===== config.mk =====
export PLATFORM = sky130hd
export DESIGN_NAME = sam_mem_arbiter
export DESIGN_NICKNAME = d
export VERILOG_FILES = /design/src/rtl/sam_pkg.sv /design/src/rtl/sam_tag_fifo.sv /design/src/rtl/sam_mem_arbiter.sv
export SDC_FILE = /design/constraint.sdc
export NUM_CORES = 1
export LEC_CHECK = 0
export BUFFER_PORTS_ARGS = -buffer_cell sky130_fd_sc_hd__buf_2
export CORE_AREA = 2 2 84 86
export CTS_BUF_LIST = sky130_fd_sc_hd__clkbuf_8
export CTS_CLUSTER_DIAMETER = 30
export CTS_CLUSTER_SIZE = 24
export DETAILED_ROUTE_END_ITERATION = 10
export DIE_AREA = 0 0 86 88
export GPL_TIMING_DRIVEN = 1
export PLACE_DENSITY = 0.71
export SLEW_MARGIN = 20
export SYNTH_ARGS = -nofsm -noshare
export SYNTH_HDL_FRONTEND = slang
export SYNTH_SLANG_ARGS = --single-unit

===== constraint.sdc =====
create_clock -name clk -period 3.7 [get_ports clk]
set_input_delay 0.555 -clock clk [delete_from_list [all_inputs] [get_ports clk]]
set_output_delay 0.555 -clock clk [all_outputs]
set_load 0.01 [all_outputs]

===== src/rtl/sam_pkg.sv =====
// Shared definitions for the sam memory command arbiter slice.
// Contents:
//   sam_op_t    : command opcode carried in bits [OP_MSB:OP_LSB] of a beat
//   OP_*/ADDR_* : command word field positions
//   arb_state_t : arbiter grant state
package sam_pkg;

  typedef enum logic [1:0] {
    OP_STORE = 2'b00,
    OP_LOAD  = 2'b01
  } sam_op_t;

  localparam int unsigned OP_MSB   = 31;
  localparam int unsigned OP_LSB   = 30;
  localparam int unsigned ADDR_MSB = 29;
  localparam int unsigned ADDR_LSB = 16;

  typedef enum logic [1:0] {
    IDLE,
    GRANT0,
    GRANT1
  } arb_state_t;

endpackage


===== src/rtl/sam_tag_fifo.sv =====
// 1-bit wide tag FIFO recording which requester owns each outstanding load.
// Ports:
//   clk, rstn   : clock, asynchronous active-low reset
//   push, din   : write request and requester id (ignored while full)
//   pop         : read request (ignored while empty)
//   dout        : id at the head of the FIFO
//   full, empty : occupancy flags
module sam_tag_fifo #(
  parameter int unsigned DEPTH = 8
) (
  input  logic clk,
  input  logic rstn,
  input  logic push,
  input  logic din,
  input  logic pop,
  output logic dout,
  output logic full,
  output logic empty
);
  import sam_pkg::*;

  localparam int unsigned AW = $clog2(DEPTH);

  logic [DEPTH-1:0] mem;
  logic [AW-1:0]    wr_ptr;
  logic [AW-1:0]    rd_ptr;
  logic [AW:0]      count;
  logic             do_push;
  logic             do_pop;

  always_comb begin
    full    = (count == (AW+1)'(DEPTH));
    empty   = (count == '0);
    do_push = push & ~full;
    do_pop  = pop & ~empty;
    dout    = mem[rd_ptr];
  end

  always_ff @(posedge clk or negedge rstn) begin
    if (!rstn) begin
      wr_ptr <= '0;
      rd_ptr <= '0;
      count  <= '0;
    end else begin
      // Pointers are power-of-two wide, so the increment wraps on its own.
      if (do_push) wr_ptr <= wr_ptr + 1'b1;
      if (do_pop)  rd_ptr <= rd_ptr + 1'b1;
      case ({do_push, do_pop})
        2'b10:   count <= count + 1'b1;
        2'b01:   count <= count - 1'b1;
        default: count <= count;
      endcase
    end
  end

  always_ff @(posedge clk) begin
    if (do_push) mem[wr_ptr] <= din;
  end

endmodule


===== src/rtl/sam_mem_arbiter.sv =====
// Two-requester command arbiter and load-response router for sam_wrapper.
// Round-robin, packet-atomic grants share the memory command stream; each
// load response is steered back to its issuer in order via a tag FIFO.
// Ports:
//   clk, rstn            : clock, asynchronous active-low reset
//   s0_*, s1_*           : requester command streams (data/valid/last/ready)
//   m_*                  : command stream to memory
//   r_*                  : response stream from memory
//   d0_*, d1_*           : response streams to requesters
//   busy                 : grant active or loads outstanding
//   orphan               : one-cycle pulse per dropped response beat
//   gnt_cnt0/1, load_cnt : saturating statistics, present only when
//                          SAM_ARB_STATS_EN is defined
module sam_mem_arbiter #(
  parameter int unsigned DATA_W    = 32,
  parameter int unsigned TAG_DEPTH = 8,
  parameter logic [1:0]  OP_LOAD   = 2'b01
) (
  input  logic              clk,
  input  logic              rstn,
  input  logic [DATA_W-1:0] s0_data,
  input  logic              s0_valid,
  input  logic              s0_last,
  output logic              s0_ready,
  input  logic [DATA_W-1:0] s1_data,
  input  logic              s1_valid,
  input  logic              s1_last,
  output logic              s1_ready,
  output logic [DATA_W-1:0] m_data,
  output logic              m_valid,
  output logic              m_last,
  input  logic              m_ready,
  input  logic [DATA_W-1:0] r_data,
  input  logic              r_valid,
  input  logic              r_last,
  output logic              r_ready,
  output logic [DATA_W-1:0] d0_data,
  output logic              d0_valid,
  output logic              d0_last,
  input  logic              d0_ready,
  output logic [DATA_W-1:0] d1_data,
  output logic              d1_valid,
  output logic              d1_last,
  input  logic              d1_ready,
  output logic              busy,
  output logic              orphan
`ifdef SAM_ARB_STATS_EN
  ,
  output logic [15:0]       gnt_cnt0,
  output logic [15:0]       gnt_cnt1,
  output logic [15:0]       load_cnt
`endif
);
  import sam_pkg::*;

  arb_state_t        state;
  logic              rr_last;   // requester granted most recently
  logic              orphan_q;
  logic [DATA_W-1:0] cur_data;
  logic              cur_valid;
  logic              cur_last;
  logic              sel;
  logic              stall;
  logic              is_load;
  logic              accept;
  logic              push;
  logic              pop;
  logic              grant0;
  logic              grant1;
  logic              tag_full;
  logic              tag_empty;
  logic              tag_head;

  always_comb begin
    sel       = (state == GRANT1);
    cur_data  = sel ? s1_data  : s0_data;
    cur_valid = sel ? s1_valid : s0_valid;
    cur_last  = sel ? s1_last  : s0_last;
    is_load   = (cur_data[OP_MSB:OP_LSB] == OP_LOAD);
    stall     = is_load & tag_full;

    m_data    = cur_data;
    m_last    = cur_last;
    m_valid   = (state != IDLE) & cur_valid & ~stall;
    s0_ready  = (state == GRANT0) & m_ready & ~stall;
    s1_ready  = (state == GRANT1) & m_ready & ~stall;
    accept    = m_valid & m_ready;
    push      = accept & is_load;

    // Contention goes to whoever was not granted last.
    grant0    = (state == IDLE) & s0_valid & (~s1_valid | rr_last);
    grant1    = (state == IDLE) & s1_valid & (~s0_valid | ~rr_last);

    d0_data   = r_data;
    d1_data   = r_data;
    d0_last   = r_last;
    d1_last   = r_last;
    if (tag_empty) begin
      // Nobody is waiting: sink the beat so the memory never blocks.
      r_ready  = 1'b1;
      d0_valid = 1'b0;
      d1_valid = 1'b0;
    end else begin
      d0_valid = r_valid & ~tag_head;
      d1_valid = r_valid & tag_head;
      r_ready  = tag_head ? d1_ready : d0_ready;
    end
    pop       = ~tag_empty & r_valid & r_ready & r_last;

    busy      = (state != IDLE) | ~tag_empty;
    orphan    = orphan_q;
  end

  always_ff @(posedge clk or negedge rstn) begin
    if (!rstn) begin
      state    <= IDLE;
      rr_last  <= 1'b1;
      orphan_q <= 1'b0;
    end else begin
      orphan_q <= tag_empty & r_valid;
      case (state)
        IDLE: begin
          if (grant0)      state <= GRANT0;
          else if (grant1) state <= GRANT1;
        end
        GRANT0, GRANT1: begin
          if (accept & cur_last) begin
            state   <= IDLE;
            rr_last <= sel;
          end
        end
        default: state <= IDLE;
      endcase
    end
  end

  sam_tag_fifo #(
    .DEPTH(TAG_DEPTH)
  ) u_tag_fifo (
    .clk  (clk),
    .rstn (rstn),
    .push (push),
    .din  (sel),
    .pop  (pop),
    .dout (tag_head),
    .full (tag_full),
    .empty(tag_empty)
  );

`ifdef SAM_ARB_STATS_EN
  always_ff @(posedge clk or negedge rstn) begin
    if (!rstn) begin
      gnt_cnt0 <= '0;
      gnt_cnt1 <= '0;
      load_cnt <= '0;
    end else begin
      if (grant0 && gnt_cnt0 != '1) gnt_cnt0 <= gnt_cnt0 + 16'd1;
      if (grant1 && gnt_cnt1 != '1) gnt_cnt1 <= gnt_cnt1 + 16'd1;
      if (push   && load_cnt != '1) load_cnt <= load_cnt + 16'd1;
    end
  end
`endif

endmodule


==> flow_metrics.py <==
metrics = {
    "clocking": {
        "cts_resized": 0,
        "cts_hold_buf": 0,
        "cts_buffers": 3,
        "h-tree-depth": 1,
        "cts_setup_buffers": 0,
        "cts-root-buf": "clkbuf_8",
        "cts_tree": "done",
        "cts.sinks": 22,
        "insertion_delay_ns": 0.26,
        "clk_pin_slew_ns": 0.08,
        "cts_buffer_depth": 2,
    },
    "final_layout": {
        "fin_cells": 349,
        "n_fill_cell": 685,
        "drive_above_1_share_pct": 60.6,
        "diodes": 0,
        "regArea_sq_um": 592,
        "nets": 387,
        "syn_to_final_growth_pct": 12.1,
        "multi_input_area_sq_um": 977,
        "final_core_util_pct": 35.7,
        "final_area_sq_um": 2370,
    },
    "critical_path": {
        "worst_path_most_repeated_cell": "ha_1",
        "cp-end-kind": "flop",
        "cpPeakStageDelay_ns": 0.61,
        "path_max_fanout": 4,
        "path_cells": "mux4_1 -> mux2i_2 -> mux2i_1 -> nor2_2 -> ha_1 -> ha_1 -> a21o_1 -> a21oi_1 -> xnor2_1 -> nor2_1 -> xor2_1",
        "cp-start-kind": "flop",
        "arrival_ns": 3.21,
        "path_class": "flop to flop",
        "cp.required_ns": 3.85,
        "cpMaxStageDelayCell": "mux4_1",
    },
    "synth": {
        "synth-edff-count": 8,
        "synth_top_cell_by_area": "buf_4",
        "syn_avg_cell_area_sq_um": 9.74,
        "ys_seq_elements": 22,
        "synth_xor_area_share_pct": 2.90,
        "async_reset_ff_share_pct": 63.6,
        "synth-compound-area-share_pct": 3.37,
        "synth.top_cells.by_count": "66 x buf_4, 34 x mux2_2, 15 x nand2_1",
        "yosys-top-cells-area": "buf_4 23%, mux2_2 18%, dfrtp_1 15%, edfxtp_1 11%, ha_1 5.3%",
        "yosys.area_share.simple_pct": 10.8,
        "synth_top_area_share_pct": 23.4,
        "synth.area.mux_share_pct": 22.7,
        "synthCells": 217,
        "synth-adder-area-share_pct": 6.27,
        "yosysSeqAreaShare_pct": 28.0,
        "synth_cell_types": 37,
        "ys.flop_type": "dfrtp_1",
        "synthMostInstantiatedCell": "buf_4",
        "synth_nets": 334,
        "synth_top_family_by_area": "buffers and inverters",
        "ys_warn_count": 0,
        "synth_area_sq_um": 2110,
    },
    "power_and_ir_drop": {
        "p_comb_share_pct": 57.3,
        "power_density_nw_per_um2": 631,
        "p_leak_nw": 1.17,
        "power.internal_mw": 0.908,
        "switchingPower_mw": 0.588,
        "swShare_pct": 39.3,
        "vdd_drop_max_uv": 239,
        "clkPwrFrac_pct": 14.9,
        "power_frac_seq_pct": 27.8,
        "finalPower_mw": 1.50,
    },
    "sta": {
        "fin_tns_setup_ns": 0,
        "whs_ns": 0.179,
        "fin_crit_sh_pct": 82.6,
        "fmaxAchievable_mhz": 327,
        "finalSetupViolCount": 0,
        "finClkSkew_ns": 0.00285,
        "rsz0062_at_grt": "false",
        "worst_slack_ns": 0.643,
        "final_hold_viol_count": 0,
        "worstMarginPinSlew_ns": 0.618,
        "slew_viol_final": 0,
        "min_period_ns": 3.06,
        "slew-limit-headroom_pct": 58.5,
    },
    "placed_design": {
        "place_inst": 345,
        "dpl.hpwl_um": 4400,
        "dp_slack_ns": 0.615,
        "gp_congestion": 0.758,
        "placed_area_sq_um": 2300,
        "port_buffers": 117,
    },
    "floorplan": {
        "die_height_um": 88,
        "row_count": 30,
        "die_x_um": 86,
        "die-area_sq_um": 7570,
        "ios": 214,
        "core_sq_um": 6640,
        "start_util_pct": 31.8,
    },
    "drt": {
        "viasPerCell": 4.62,
        "wirelength_um": 5150,
        "drt_iter0_drc": 60,
        "ant_nets": 0,
        "wire_per_inst_um": 14.7,
        "routed-via-count": 1612,
        "first_pass_iters": 6,
        "drc_errors": 0,
    },
    "grt": {
        "grt_pass1_vias": 1675,
        "antenna_found_initial": 1,
        "grt_max_degree": 43,
        "grt_overflow": 0,
        "grtUsageTotal_pct": 13.7,
        "grt_pass1_wl_um": 7980,
    },
    "status": {
        "status": "finished, final reports clean",
    },
    "hold_path": {
        "hold_class": "input pin to async pin",
    },
    "job": {
        "cap_violations": 0,
    },
}
## area by class of cell
| type | count | share of cell area (%) |
|---|---|---|
| repair buffers | 118 | 25.0 |
| flip-flops and latches | 22 | 25.0 |
| well taps | 80 | 4.22 |
| clock inverters | 1 | 1.27 |
| multi-input cells | 115 | 41.2 |
| inverters | 10 | 1.58 |
| clock buffers | 3 | 1.74 |
## registers in the layout, indices dropped and copies added (netlist names)
signal / flops
state: 2
u_tag_fifo.wr_ptr: 3
orphan: 1
u_tag_fifo.mem: 8
u_tag_fifo.rd_ptr: 3
rr_last: 1
u_tag_fifo.count: 4
## power groups by stage
stage | clock network [mW] | logic [mW] | registers [mW]
6_report | 0.223 | 0.857 | 0.417
5_1_grt | 0.242 | 0.948 | 0.430
4_1_cts | 0.228 | 0.871 | 0.416
3_5_place_dp | 0 | 0.867 | 0.422
3_3_place_gp | 0 | 0.852 | 0.413
2_1_floorplan | 0 | 0.662 | 0.400
## worst max-delay path: cells and delay by family, from the launching register on
| family | cells | cell delay (ns) |
|---|---|---|
| flops | 1 | 0.45 |
| mux | 3 | 1.17 |
| fa+ha+maj | 2 | 0.52 |
| xor+xnor | 2 | 0.27 |
| simple gates | 2 | 0.19 |
| compound gates | 2 | 0.34 |
## path summary, 6_finish.rpt
kind	start	endpoint	slack (ns)	cells after the start
worst max-delay path	u_tag_fifo.rd_ptr[0]$_DFFE_PN0P_	u_tag_fifo.count[3]$_DFFE_PN0P_	0.64	11
worst min-delay path	rstn	u_tag_fifo.rd_ptr[2]$_DFFE_PN0P_	0.18	1
worst max register to register	u_tag_fifo.rd_ptr[0]$_DFFE_PN0P_	u_tag_fifo.count[3]$_DFFE_PN0P_	0.64	11
worst min register to register	u_tag_fifo.rd_ptr[2]$_DFFE_PN0P_	u_tag_fifo.rd_ptr[2]$_DFFE_PN0P_	0.52	1
max in group asynchronous	rstn	rr_last$_DFFE_PN1P_	3.23	1
min in group clk	u_tag_fifo.rd_ptr[2]$_DFFE_PN0P_	u_tag_fifo.rd_ptr[2]$_DFFE_PN0P_	0.52	1
## cells in the final DEF (no fill, tap or decap), types with 8 or more instances in the layout
cell type / synthesis / layout
buf_2: 0 / 117
dfrtp_1: 13 / 13
edfxtp_1: 8 / 8
ha_1: 9 / 8
inv_1: 10 / 10
mux2_2: 34 / 34
nand2_1: 15 / 15
nor2_1: 14 / 14
## cell families (layout without fill, tap and decap cells)
group | after synthesis | count (layout)
AND/OR/NAND/NOR | 47 | 47
AO/OA/AOI/OAI | 11 | 11
XOR/XNOR | 7 | 7
adder cells (fa/ha/maj) | 10 | 10
flip-flops | 22 | 22
multiplexers | 40 | 40
buffers and inverters | 80 | 132
## metal layers
| layer | GRT usage (%) | vias up | share of wire (%) |
|---|---|---|---|
| met5 | 0 | - | 0.21 |
| met4 | 6.93 | 2 | 3.0 |
| li1 | - | 772 | - |
| met2 | 22.2 | 99 | 47 |
| met3 | 6.50 | 26 | 12 |
| met1 | 15.0 | 713 | 38 |
Note: power is estimated with default switching activity, not from simulation.
